File: src/rtl/beep_pkg.sv
// Shared types and constants for the beep tone generator.
package beep_pkg;

    // Tone period word width, matching the note ROM data width.
    localparam int unsigned PERIOD_W   = 11;
    // Shortest period that produces a tone; anything below is a rest.
    localparam int unsigned MIN_PERIOD = 2;

    typedef enum logic [1:0] {
        StIdle,
        StPlay,
        StRest
    } beep_state_e;

endpackage

File: src/rtl/beep_tick_presc.sv
// Tick prescaler: one-cycle tick every PRESC_DIV sclk cycles while enabled.
// Also usable by the upstream address sequencer as a tempo base.
module beep_tick_presc #(
    parameter int unsigned PRESC_DIV = 50
) (
    input  logic sclk,
    input  logic nrst,
    input  logic en,
    output logic tick
);

    localparam int unsigned CntW = $clog2(PRESC_DIV);
    localparam logic [CntW-1:0] CntMax = CntW'(PRESC_DIV - 1);

    logic [CntW-1:0] cnt_q, cnt_d;

    assign tick = en && (cnt_q == CntMax);

    // Count up and wrap; held at zero whenever disabled.
    always_comb begin
        cnt_d = cnt_q;
        if (!en || (cnt_q == CntMax)) begin
            cnt_d = '0;
        end else begin
            cnt_d = cnt_q + CntW'(1);
        end
    end

    // Counter register with synchronous active-high reset.
    always_ff @(posedge sclk) begin
        if (nrst) begin
            cnt_q <= '0;
        end else begin
            cnt_q <= cnt_d;
        end
    end

endmodule

File: src/rtl/beep_pwm_gen.sv
// Square-wave beep generator fed by the note ROM. A new period (and volume,
// when BEEP_VOLUME_EN is defined) is taken only at a period boundary so the
// output never produces runt pulses. Defining BEEP_VOLUME_EN adds the vol
// input that narrows the high phase to 50/25/12.5/6.25% duty.
module beep_pwm_gen #(
    parameter int unsigned PRESC_DIV = 50,
    parameter int unsigned PERIOD_W  = beep_pkg::PERIOD_W
) (
    input  logic                sclk,
    input  logic                nrst,
    input  logic                en,
`ifdef BEEP_VOLUME_EN
    input  logic [1:0]          vol,
`endif
    input  logic [PERIOD_W-1:0] data,
    output logic                beep,
    output logic                period_done,
    output logic                busy
);

    import beep_pkg::*;

    beep_state_e         state_q;
    logic [PERIOD_W-1:0] period_q;
    logic [PERIOD_W-1:0] per_cnt_q;
    logic [PERIOD_W-1:0] high_len;
    logic                beep_q, done_q, busy_q;
    logic                tick, presc_en, beep_next, data_ok;
`ifdef BEEP_VOLUME_EN
    logic [1:0]          vol_q;
`endif

    // Prescaler only runs while actively playing or resting.
    assign presc_en = en && (state_q != StIdle);

    beep_tick_presc #(
        .PRESC_DIV(PRESC_DIV)
    ) u_presc (
        .sclk(sclk),
        .nrst(nrst),
        .en  (presc_en),
        .tick(tick)
    );

    // High-phase length and the combinational next beep level.
    always_comb begin
`ifdef BEEP_VOLUME_EN
        high_len = period_q >> (3'd1 + {1'b0, vol_q});
`else
        high_len = period_q >> 1;
`endif
        beep_next = per_cnt_q < high_len;
        data_ok   = data >= PERIOD_W'(MIN_PERIOD);
    end

    // Main FSM with registered outputs; en=0 overrides everything but reset.
    always_ff @(posedge sclk) begin
        if (nrst) begin
            state_q   <= StIdle;
            period_q  <= '0;
            per_cnt_q <= '0;
            beep_q    <= 1'b0;
            done_q    <= 1'b0;
            busy_q    <= 1'b0;
`ifdef BEEP_VOLUME_EN
            vol_q     <= '0;
`endif
        end else if (!en) begin
            // Truncate any running period without a boundary pulse.
            state_q   <= StIdle;
            per_cnt_q <= '0;
            beep_q    <= 1'b0;
            done_q    <= 1'b0;
            busy_q    <= 1'b0;
        end else begin
            done_q <= 1'b0;
            unique case (state_q)
                StIdle: begin
                    period_q  <= data;
`ifdef BEEP_VOLUME_EN
                    vol_q     <= vol;
`endif
                    per_cnt_q <= '0;
                    beep_q    <= 1'b0;
                    busy_q    <= 1'b1;
                    state_q   <= data_ok ? StPlay : StRest;
                end
                StPlay: begin
                    beep_q <= beep_next;
                    if (tick) begin
                        if (per_cnt_q == period_q - PERIOD_W'(1)) begin
                            per_cnt_q <= '0;
                            done_q    <= 1'b1;
                            period_q  <= data;
`ifdef BEEP_VOLUME_EN
                            vol_q     <= vol;
`endif
                            if (!data_ok) begin
                                state_q <= StRest;
                            end
                        end else begin
                            per_cnt_q <= per_cnt_q + PERIOD_W'(1);
                        end
                    end
                end
                StRest: begin
                    beep_q    <= 1'b0;
                    per_cnt_q <= '0;
                    if (tick && data_ok) begin
                        period_q <= data;
`ifdef BEEP_VOLUME_EN
                        vol_q    <= vol;
`endif
                        state_q  <= StPlay;
                    end
                end
                default: begin
                    state_q <= StIdle;
                end
            endcase
        end
    end

    assign beep        = beep_q;
    assign period_done = done_q;
    assign busy        = busy_q;

endmodule

File: config.mk
export PLATFORM = sky130hd
export DESIGN_NAME = beep_pwm_gen
export DESIGN_NICKNAME = d
export VERILOG_FILES = /design/src/rtl/beep_pkg.sv /design/src/rtl/beep_tick_presc.sv /design/src/rtl/beep_pwm_gen.sv
export SDC_FILE = /design/constraint.sdc
export NUM_CORES = 1
export LEC_CHECK = 0
export CAP_MARGIN = 20
export CORE_UTILIZATION = 58
export DETAILED_ROUTE_END_ITERATION = 6
export HOLD_SLACK_MARGIN = 0.06
export PLACE_DENSITY = 0.86
export SLEW_MARGIN = 30
export SYNTH_ARGS = -nofsm -noshare
export SYNTH_HDL_FRONTEND = slang
export SYNTH_SLANG_ARGS = --single-unit
File: constraint.sdc
create_clock -name sclk -period 2.95 [get_ports sclk]
set_input_delay 0.59 -clock sclk [delete_from_list [all_inputs] [get_ports sclk]]
set_output_delay 0.59 -clock sclk [all_outputs]
set_load 0.03 [all_outputs]
Word-level counts from Yosys, hierarchy flattened
Cells that the tools add are included.
{"block": "totals", "register_bits": 33, "out_inout_bits": 3, "mem_count": 0, "latch_bits": 0, "word_cells": 54, "ram_bits": 0, "rom_bits": 0, "inputBits": 14}
{"block": "op_classes", "shifts": 0, "div": 0, "eq_ne": 8, "n_mux": 15, "order_cmp": 2, "reduce_logical": 16, "multipliers": 0, "addsub": 3, "n_bitwise": 3}
{"operator": "$mux 11", "count": 5}
{"operator": "$pmux 11 s3", "count": 1}
{"operator": "$pmux 11 s2", "count": 1}
{"operator": "$add 11x1->11 const B", "count": 1}
{"operator": "$eq 11x11->1", "count": 1}
{"operator": "$ge 11x2->1 const B", "count": 1}
{"operator": "$lt 11x10->1", "count": 1}
{"operator": "$sub 11x1->11 const B", "count": 1}
{"operator": "$mux 2", "count": 5}
{"operator": "$ne 2x2->1 const B", "count": 4}
{"operator": "$add 6x1->6 const B", "count": 1}
{"operator": "$eq 6x6->1 const B", "count": 1}
{"operator": "$pmux 2 s3", "count": 1}
{"operator": "$reduce_or 2->1", "count": 3}
{"operator": "$reduce_and 5->1", "count": 1}
{"operator": "$reduce_and 4->1", "count": 1}
{"operator": "$reduce_bool 2->1", "count": 2}
{"operator": "$reduce_or 4->1", "count": 1}
{"operator": "$logic_and 1x1->1", "count": 3}
{"operator": "$not 1->1", "count": 3}
{"operator": "$reduce_bool 3->1", "count": 1}
{"operator": "$eq 2x1->1 const B", "count": 1}
{"operator": "$eq 2x2->1 const B", "count": 1}
{"operator": "$logic_not 2->1", "count": 1}
{"operator": "other kinds (5)", "count": 5}

Longest topological paths before layout
Gate-level depths: netlist of run 1.
{"block": "logic_depth", "depth_word": 6, "depth_mapped": 11, "mapped_depth_nobuf": 9}

Cells and area by module
A second synthesis of run 1 with hierarchy kept.
{"block": "unflattened", "cells_unflattened": 242, "area_unflattened_um2": 2063.2}
{"module": "beep_pwm_gen", "n_inst": 1, "cells_per_inst": 213, "seq_area_each_um2": 540.5, "area_each_um2": 1795.5}
{"module": "beep_tick_presc", "n_inst": 1, "cells_per_inst": 29, "seq_area_each_um2": 120.1, "area_each_um2": 267.8}

Worst setup path before layout of run 1
OpenSTA, ideal clock, no wires.
{"block": "synth_path", "kind": "register -> register", "start": "register period_q[0]", "end": "register period_q[0]", "path_buffers": 1, "setup_slack_ps": 529, "stages_incl_launch_ff": 11, "required_time_ps": 2830, "t_arrival_ps": 2302, "cell_sequence": "dfxtp_1 -> inv_1 -> ha_1 -> or4_1 -> o311ai_0 -> o211ai_1 -> o211ai_1 -> nand3_2 -> o21a_1 -> buf_6 -> mux2i_1"}
{"block": "synth_between", "elab_chain_cells": 4}
{"element": "start, declared", "line_no": "beep_pwm_gen.sv:24", "rtl": "logic [PERIOD_W-1:0] period_q;"}
{"element": "start signal, assigned", "line_no": "beep_pwm_gen.sv:79", "rtl": "period_q <= data;"}
{"element": "start signal, assigned", "line_no": "beep_pwm_gen.sv:94", "rtl": "period_q <= data;"}
{"element": "start signal, assigned", "line_no": "beep_pwm_gen.sv:110", "rtl": "period_q <= data;"}
{"element": "$sub 11x1->11", "line_no": "beep_pwm_gen.sv:91", "rtl": "if (per_cnt_q == period_q - PERIOD_W'(1)) begin"}
{"element": "$eq 11x11->1", "line_no": "beep_pwm_gen.sv:91"}
{"element": "$ne 2x2->1 (no source line)"}
{"element": "$reduce_and 5->1 (no source line)"}
No other way between the ends.
A chain may end at the register's enable or synchronous reset.

Final worst setup path of run 1
{"block": "layout_path", "start": "register period_q[1]", "end": "register period_q[0]"}
Same word-level chain as after synthesis.

==> impl_metrics.ini, run 1 <==
[sta]
report.final.hold_viol_count = 0
rsz0062_at_grt = false
finalSetupViolCount = 0
min_period_over_period = 0.9229
timing_worst_slew_pin_value_ns = 0.5386
finalCriticalPeriod_ns = 2.722
setup-tns-final_ns = 0
max_slew_margin = 0.6376
fmaxAchievable_mhz = 367.3
timing.final.max_slew_violations = 0
final.setup_skew_ns = 0.004493

[yosys]
postSynthAreaPerCell_sq_um = 8.252
sequential_element_share_of_the_synthesized_area = 0.2998
synth_edf_count = 0
syn_nets = 294
synthCells = 267
synth_async_sr_flop_share = 0
ys.flop_type = sky130_fd_sc_hd__dfxtp_1
post_synth_instance_area_sq_um = 2203
ys_ff_latch = 33
synth.yosys.warnings = 0
post_synth_num_cell_types = 43

[job]
max-cap-violations = 0

[routing]
drt-met1-wl_microns = 2146
detailroute.via_count = 1865
totalWireLength_microns = 4408
drt-initial-drc-count = 146
top_routing_layer_in_use = met4
route.detailed.wl_per_inst_microns = 13.24
met2WireLength_microns = 2005
drtAntennaViolNets = 0
routed-wl-met3_microns = 187
drt-vias-per-instance = 5.601
post-route-drc-count = 0
drtPass1Iterations = 4

[layout]
multiInputGateArea_sq_um = 1433
antennaDiodeCount = 0
most_used_cells_in_the_layout_excluding_fill_and_tap_cells = 33 x sky130_fd_sc_hd__dfxtp_1, 23 x sky130_fd_sc_hd__nor2_1, 23 x sky130_fd_sc_hd__nand2b_1
mostFrequentLayoutCell = sky130_fd_sc_hd__dfxtp_1
drive_above_1_share = 0.06316
area.growth.synth_to_final_pct = 13.52
layout.nets = 312
nFillCells = 292
seqCellArea_sq_um = 660.6

[placement]
routability_congestion = 0.8789
dp.final_hpwl_microns = 3430
io_buffer_count = 16

[clocking]
cts_sinks = 33
cts_resized = 0
htree_num_levels = 2
clk_latency_ns = 0.29
tritoncts = yes
clockBufferDepth = 2
count_of_hold_buffers_inserted_by_post_cts_repair = 0
cts_inserted_buffers = 5
cts_setup_buffers = 0
path_clk_slew_ns = 0.06
clock-root-buffer = sky130_fd_sc_hd__clkbuf_8

[power]
power.leakage_nw = 0.9756
irDropWorstVdd_uv = 315.2
intPower_w = 0.0007331
pwr-share-seq = 0.475
power_density_nw_per_um2 = 399.3
switching_power_w = 0.0002656
total_power_w = 0.0009986
switching_power_as_a_share_of_total_power = 0.2659
clockPowerShare = 0.342
comb_power_share = 0.183

[worst_setup_path]
critPathMaxFanout = 11
critPathSlowestCell = sky130_fd_sc_hd__dfxtp_1
critical_path.cell_chain = inv_1, ha_1, or4_1, o311ai_0, o211ai_1, o211ai_1, nand3_2, o21a_2, mux2i_1
timing.setup.critical_path_class = reg -> reg
critPathMostFrequentCell = sky130_fd_sc_hd__o211ai_1
type_of_destination_of_the_critical_path = flip-flop
worstPathArrival_ns = 2.89
timing.critical_path.from_type = flip-flop
critical_path.max_stage_delay_ns = 0.42
worst_ep_required_time_ns = 3.12

[floorplan]
fp-row-count = 22
pin_count = 17
floorplan.die.height_microns = 63.64
fp.dieArea_sq_um = 4049
starting_density_of_the_core = 0.6018
dieWidth_microns = 63.64
core_area_sq_um = 3661

[grt]
antenna_found_initial = 0
grt_pass1_vias = 1778
grt_pass1_wl_microns = 7969
grtUsageTotal = 0.2507
grt_start_max_net_pins = 23
global_route.overflow_total = 0

[status]
status = completed

[min_path]
worst_hold_path_type = reg -> reg
[power groups by stage]
stage	clock, W	sequential [W]	combinational, W
3_3_place_gp	0	0.000484	0.000178
3_5_place_dp	0	0.000484	0.000182
4_1_cts	0.000348	0.000474	0.000183
2_1_floorplan	0	0.000481	0.000136
6_report	0.000341	0.000474	0.000183
5_1_grt	0.000372	0.000477	0.000202
[metrics by stage]
stage / hold slack [ns] / area, sq um / worst slack (ns) / cells / utilization
5_1_grt: 0.5007 / 2501 / 0.02996 / 333 / 0.6832
4_1_cts: 0.4679 / 2500 / 0.1216 / 333 / 0.6828
3_3_place_gp: 0.4462 / 2414 / 0.1766 / 326 / 0.6593
6_report: 0.4614 / 2501 / 0.2276 / 333 / 0.6832
3_5_place_dp: 0.4530 / 2414 / 0.1266 / 326 / 0.6593
2_1_floorplan: 0.4295 / 2203 / 0.5287 / 267 / -
[worst max-delay path, delay by kind of cell (launching register included)]
kind,cells,cell delay (ns)
muxes,1,0.16
DFF,1,0.42
and+or+nand+nor,2,0.62
adders and majority gates,1,0.25
AOI/OAI and AO/OA,4,1.05
buffers and inverters,1,0.09
[routing by layer]
| layer | vias up | global-route usage |
|---|---|---|
| li1 | 977 | - |
| met3 | 8 | 0.06884 |
| met4 | 0 | 0.07955 |
| met1 | 855 | 0.3348 |
| met5 | - | 0 |
| met2 | 25 | 0.3870 |
[synth_stat cells, types with 2 or more instances]
library cell / count / area [sq um]
sky130_fd_sc_hd__dfxtp_1: 33 / 660.6
sky130_fd_sc_hd__nand2b_1: 23 / 143.9
sky130_fd_sc_hd__nor2_1: 23 / 86.33
sky130_fd_sc_hd__inv_1: 17 / 63.81
sky130_fd_sc_hd__nand2_1: 16 / 60.06
sky130_fd_sc_hd__mux2i_1: 14 / 140.1
sky130_fd_sc_hd__ha_1: 13 / 162.7
sky130_fd_sc_hd__xnor2_1: 13 / 113.9
sky130_fd_sc_hd__nand3_1: 12 / 60.06
sky130_fd_sc_hd__o21ai_0: 11 / 55.05
sky130_fd_sc_hd__xor2_1: 9 / 78.83
sky130_fd_sc_hd__a21oi_1: 8 / 40.04
sky130_fd_sc_hd__and3_1: 8 / 50.05
sky130_fd_sc_hd__clkbuf_1: 7 / 26.28
sky130_fd_sc_hd__o211ai_1: 6 / 45.04
sky130_fd_sc_hd__nand4_1: 5 / 31.28
sky130_fd_sc_hd__nor3_1: 5 / 25.02
sky130_fd_sc_hd__o21a_1: 5 / 37.54
sky130_fd_sc_hd__nor4_1: 4 / 25.02
sky130_fd_sc_hd__a21o_1: 3 / 22.52
sky130_fd_sc_hd__a31oi_1: 3 / 18.77
sky130_fd_sc_hd__or3_1: 3 / 18.77
sky130_fd_sc_hd__a311oi_1: 2 / 17.52
sky130_fd_sc_hd__buf_2: 2 / 10.01
sky130_fd_sc_hd__nor4_4: 2 / 42.54
sky130_fd_sc_hd__or2b_1: 2 / 15.01
sky130_fd_sc_hd__or4_1: 2 / 15.01
[worst paths after layout]
path | start | endpoint | slack [ns] | depth (start not counted)
worst min register to register | u_presc.cnt_q[0] | u_presc.cnt_q[0] | 0.46 | 1
worst max-delay path | period_q[1] | period_q[0] | 0.23 | 9
worst max register to register | period_q[1] | period_q[0] | 0.23 | 9
worst min-delay path | u_presc.cnt_q[0] | u_presc.cnt_q[0] | 0.46 | 1
[state kept, by name (all words and copies together) (netlist names)]
name           flops
per_cnt_q         11
beep               1
period_q          11
u_presc.cnt_q      6
period_done        1
busy               1
state_q            2
[cell families after synthesis]
logic type	after synthesis	synth area share
AO/OA/AOI/OAI	46	0.1380
XOR/XNOR	22	0.08745
adder cells (fa/ha/maj)	13	0.07382
buffers and inverters	27	0.05054
flip-flops	33	0.2998
multiplexers	14	0.06360
AND/OR/NAND/NOR	112	0.2868
[area by class of cell]
cell class              count  area share
clock buffers               7     0.03452
inverters                  17     0.02551
multi-input cells         207      0.5728
flip-flops and latches     33      0.2641
well taps                  48     0.02401
repair buffers             21     0.07904
No activity file was read; power rests on OpenSTA's default activity.
==> inputs of run 2 (changes only) <==
CORE_MARGIN = 2   (was default)
==> run 2 against run 1 <==
Effect of this change: combinational power about the same; critical path depth unchanged; count of clock-buffer cells in the layout unchanged; clock power about the same; critical path type unchanged; largest cell class unchanged.
==> impl_metrics.ini, run 2 (synthesized netlist as in run 1, its figures left out) <==
[status]
status = completed

[clocking]
cts_sinks = 33
clockBufferDepth = 2
clock-root-buffer = sky130_fd_sc_hd__clkbuf_8
cts_inserted_buffers = 5
path_clk_slew_ns = 0.06
cts_setup_buffers = 0
cts_resized = 0
tritoncts = yes
clk_latency_ns = 0.29
htree_num_levels = 2
count_of_hold_buffers_inserted_by_post_cts_repair = 0

[worst_setup_path]
timing.setup.critical_path_class = reg -> reg
r2r.worst_path.cells = 9
worstPathArrival_ns = 2.88
critical_path.max_stage_delay_ns = 0.43
r2r_setup_slack_ns = 0.25
critPathSlowestCell = sky130_fd_sc_hd__dfxtp_1
type_of_destination_of_the_critical_path = flip-flop
critPathMaxFanout = 11
timing.critical_path.buf_inv = 1
timing.critical_path.from_type = flip-flop
critPathMostFrequentCell = sky130_fd_sc_hd__o211ai_1
timing.critical_path.to = period_q[1]
worst_setup_path_startpoint = period_q[1]
worst_ep_required_time_ns = 3.12
critical_path.cell_chain = inv_1, ha_1, or4_1, o311ai_0, o211ai_1, o211ai_1, nand3_2, o21a_4, mux2i_1
regToRegEndpoint = period_q[1]
start_of_the_worst_register_to_register_path = period_q[1]
critical_path_depth = 9
path_delay_family = compound AO/OA/AOI/OAI gates

[routing]
drtAntennaViolNets = 0
drt-vias-per-instance = 5.667
detailroute.via_count = 1887
post-route-drc-count = 0
route.detailed.wl_per_inst_microns = 13.59
drt-initial-drc-count = 159
totalWireLength_microns = 4525
drtPass1Iterations = 4

[sta]
timing.final.max_slew_violations = 0
report.final.hold_viol_count = 0
rsz0062_at_grt = false
setup-tns-final_ns = 0
min_period_over_period = 0.9162
final.setup_skew_ns = 0.003542
timing_worst_slew_pin_value_ns = 0.5549
finalCriticalPeriod_ns = 2.703
fmaxAchievable_mhz = 370.0
max_slew_margin = 0.6266
timing.final.ws_setup_ns = 0.2471
finalSetupViolCount = 0

[floorplan]
core_area_sq_um = 3661
fp-row-count = 22
dieWidth_microns = 65.64
fp.dieArea_sq_um = 4308
starting_density_of_the_core = 0.6018
pin_count = 17
floorplan.die.height_microns = 65.64

[min_path]
worst_hold_path_type = reg -> reg

[grt]
antenna_found_initial = 0
grtUsageTotal = 0.2421
global_route.overflow_total = 0
grt_start_max_net_pins = 23
grt_pass1_wl_microns = 8010
grt_pass1_vias = 1764

[layout]
registers_with_the_highest_flip_flop_counts = per_cnt_q x11, period_q x11, u_presc.cnt_q x6
antennaDiodeCount = 0
seqCellArea_sq_um = 660.6
mostFrequentLayoutCell = sky130_fd_sc_hd__dfxtp_1
drive_above_1_share = 0.06316
most_used_cells_in_the_layout_excluding_fill_and_tap_cells = 33 x sky130_fd_sc_hd__dfxtp_1, 23 x sky130_fd_sc_hd__nor2_1, 23 x sky130_fd_sc_hd__nand2b_1
nFillCells = 289
area.growth.synth_to_final_pct = 13.80
multiInputGateArea_sq_um = 1439
layout.nets = 312

[placement]
io_buffer_count = 16
dp.final_hpwl_microns = 3477
dp_worst_slack_ns = 0.09707
routability_congestion = 0.8917

[power]
irDropWorstVdd_uv = 319.8
total_power_w = 0.001003
power_density_nw_per_um2 = 400.0
power.leakage_nw = 0.9768

[job]
max-cap-violations = 0
-- run 2: worst min path at each step --
| stage | start | end | slack [ns] | cells past startpoint |
|---|---|---|---|---|
| 2_1_floorplan | u_presc.cnt_q[0] | u_presc.cnt_q[0] | 0.43 | 1 |
| 3_3_place_gp | u_presc.cnt_q[0] | u_presc.cnt_q[0] | 0.45 | 1 |
| 3_5_place_dp | u_presc.cnt_q[0] | u_presc.cnt_q[0] | 0.45 | 1 |
| 4_1_cts | u_presc.cnt_q[0] | u_presc.cnt_q[0] | 0.47 | 1 |
| 5_1_grt | u_presc.cnt_q[0] | u_presc.cnt_q[0] | 0.50 | 1 |
| 6_report | u_presc.cnt_q[0] | u_presc.cnt_q[0] | 0.46 | 1 |
-- run 2: final cells by class --
class | count | share of cell area
multi-input combinational | 207 | 0.5739
sequential | 33 | 0.2635
timing repair buffer | 21 | 0.07884
clock buffer | 7 | 0.03443
inverter | 17 | 0.02545
tap | 48 | 0.02395
-- run 2: power breakdown --
group / switching (W) / internal, W / total [W]
registers: 0.0000171 / 0.000458 / 0.000475
logic: 0.0000933 / 0.0000913 / 0.000185
clock network: 0.000159 / 0.000185 / 0.000344
total: 0.000269 / 0.000734 / 0.00100
-- run 2: through the flow --
stage	cell area, sq um	hold slack [ns]	std cells	utilization
floorplan	2203	0.4295	267	-
global placement	2414	0.4454	326	0.6593
detailed placement	2414	0.4503	326	0.6593
CTS	2500	0.4655	333	0.6828
global route	2507	0.4954	333	0.6849
finish	2507	0.4602	333	0.6849
-- run 2: metal layers --
layer | vias up | GRT usage | part of all wire
li1 | 977 | - | -
met1 | 875 | 0.3178 | 0.48
met2 | 28 | 0.3851 | 0.46
met3 | 7 | 0.06164 | 0.046
met4 | 0 | 0.08073 | 0.013
met5 | - | 0 | 0
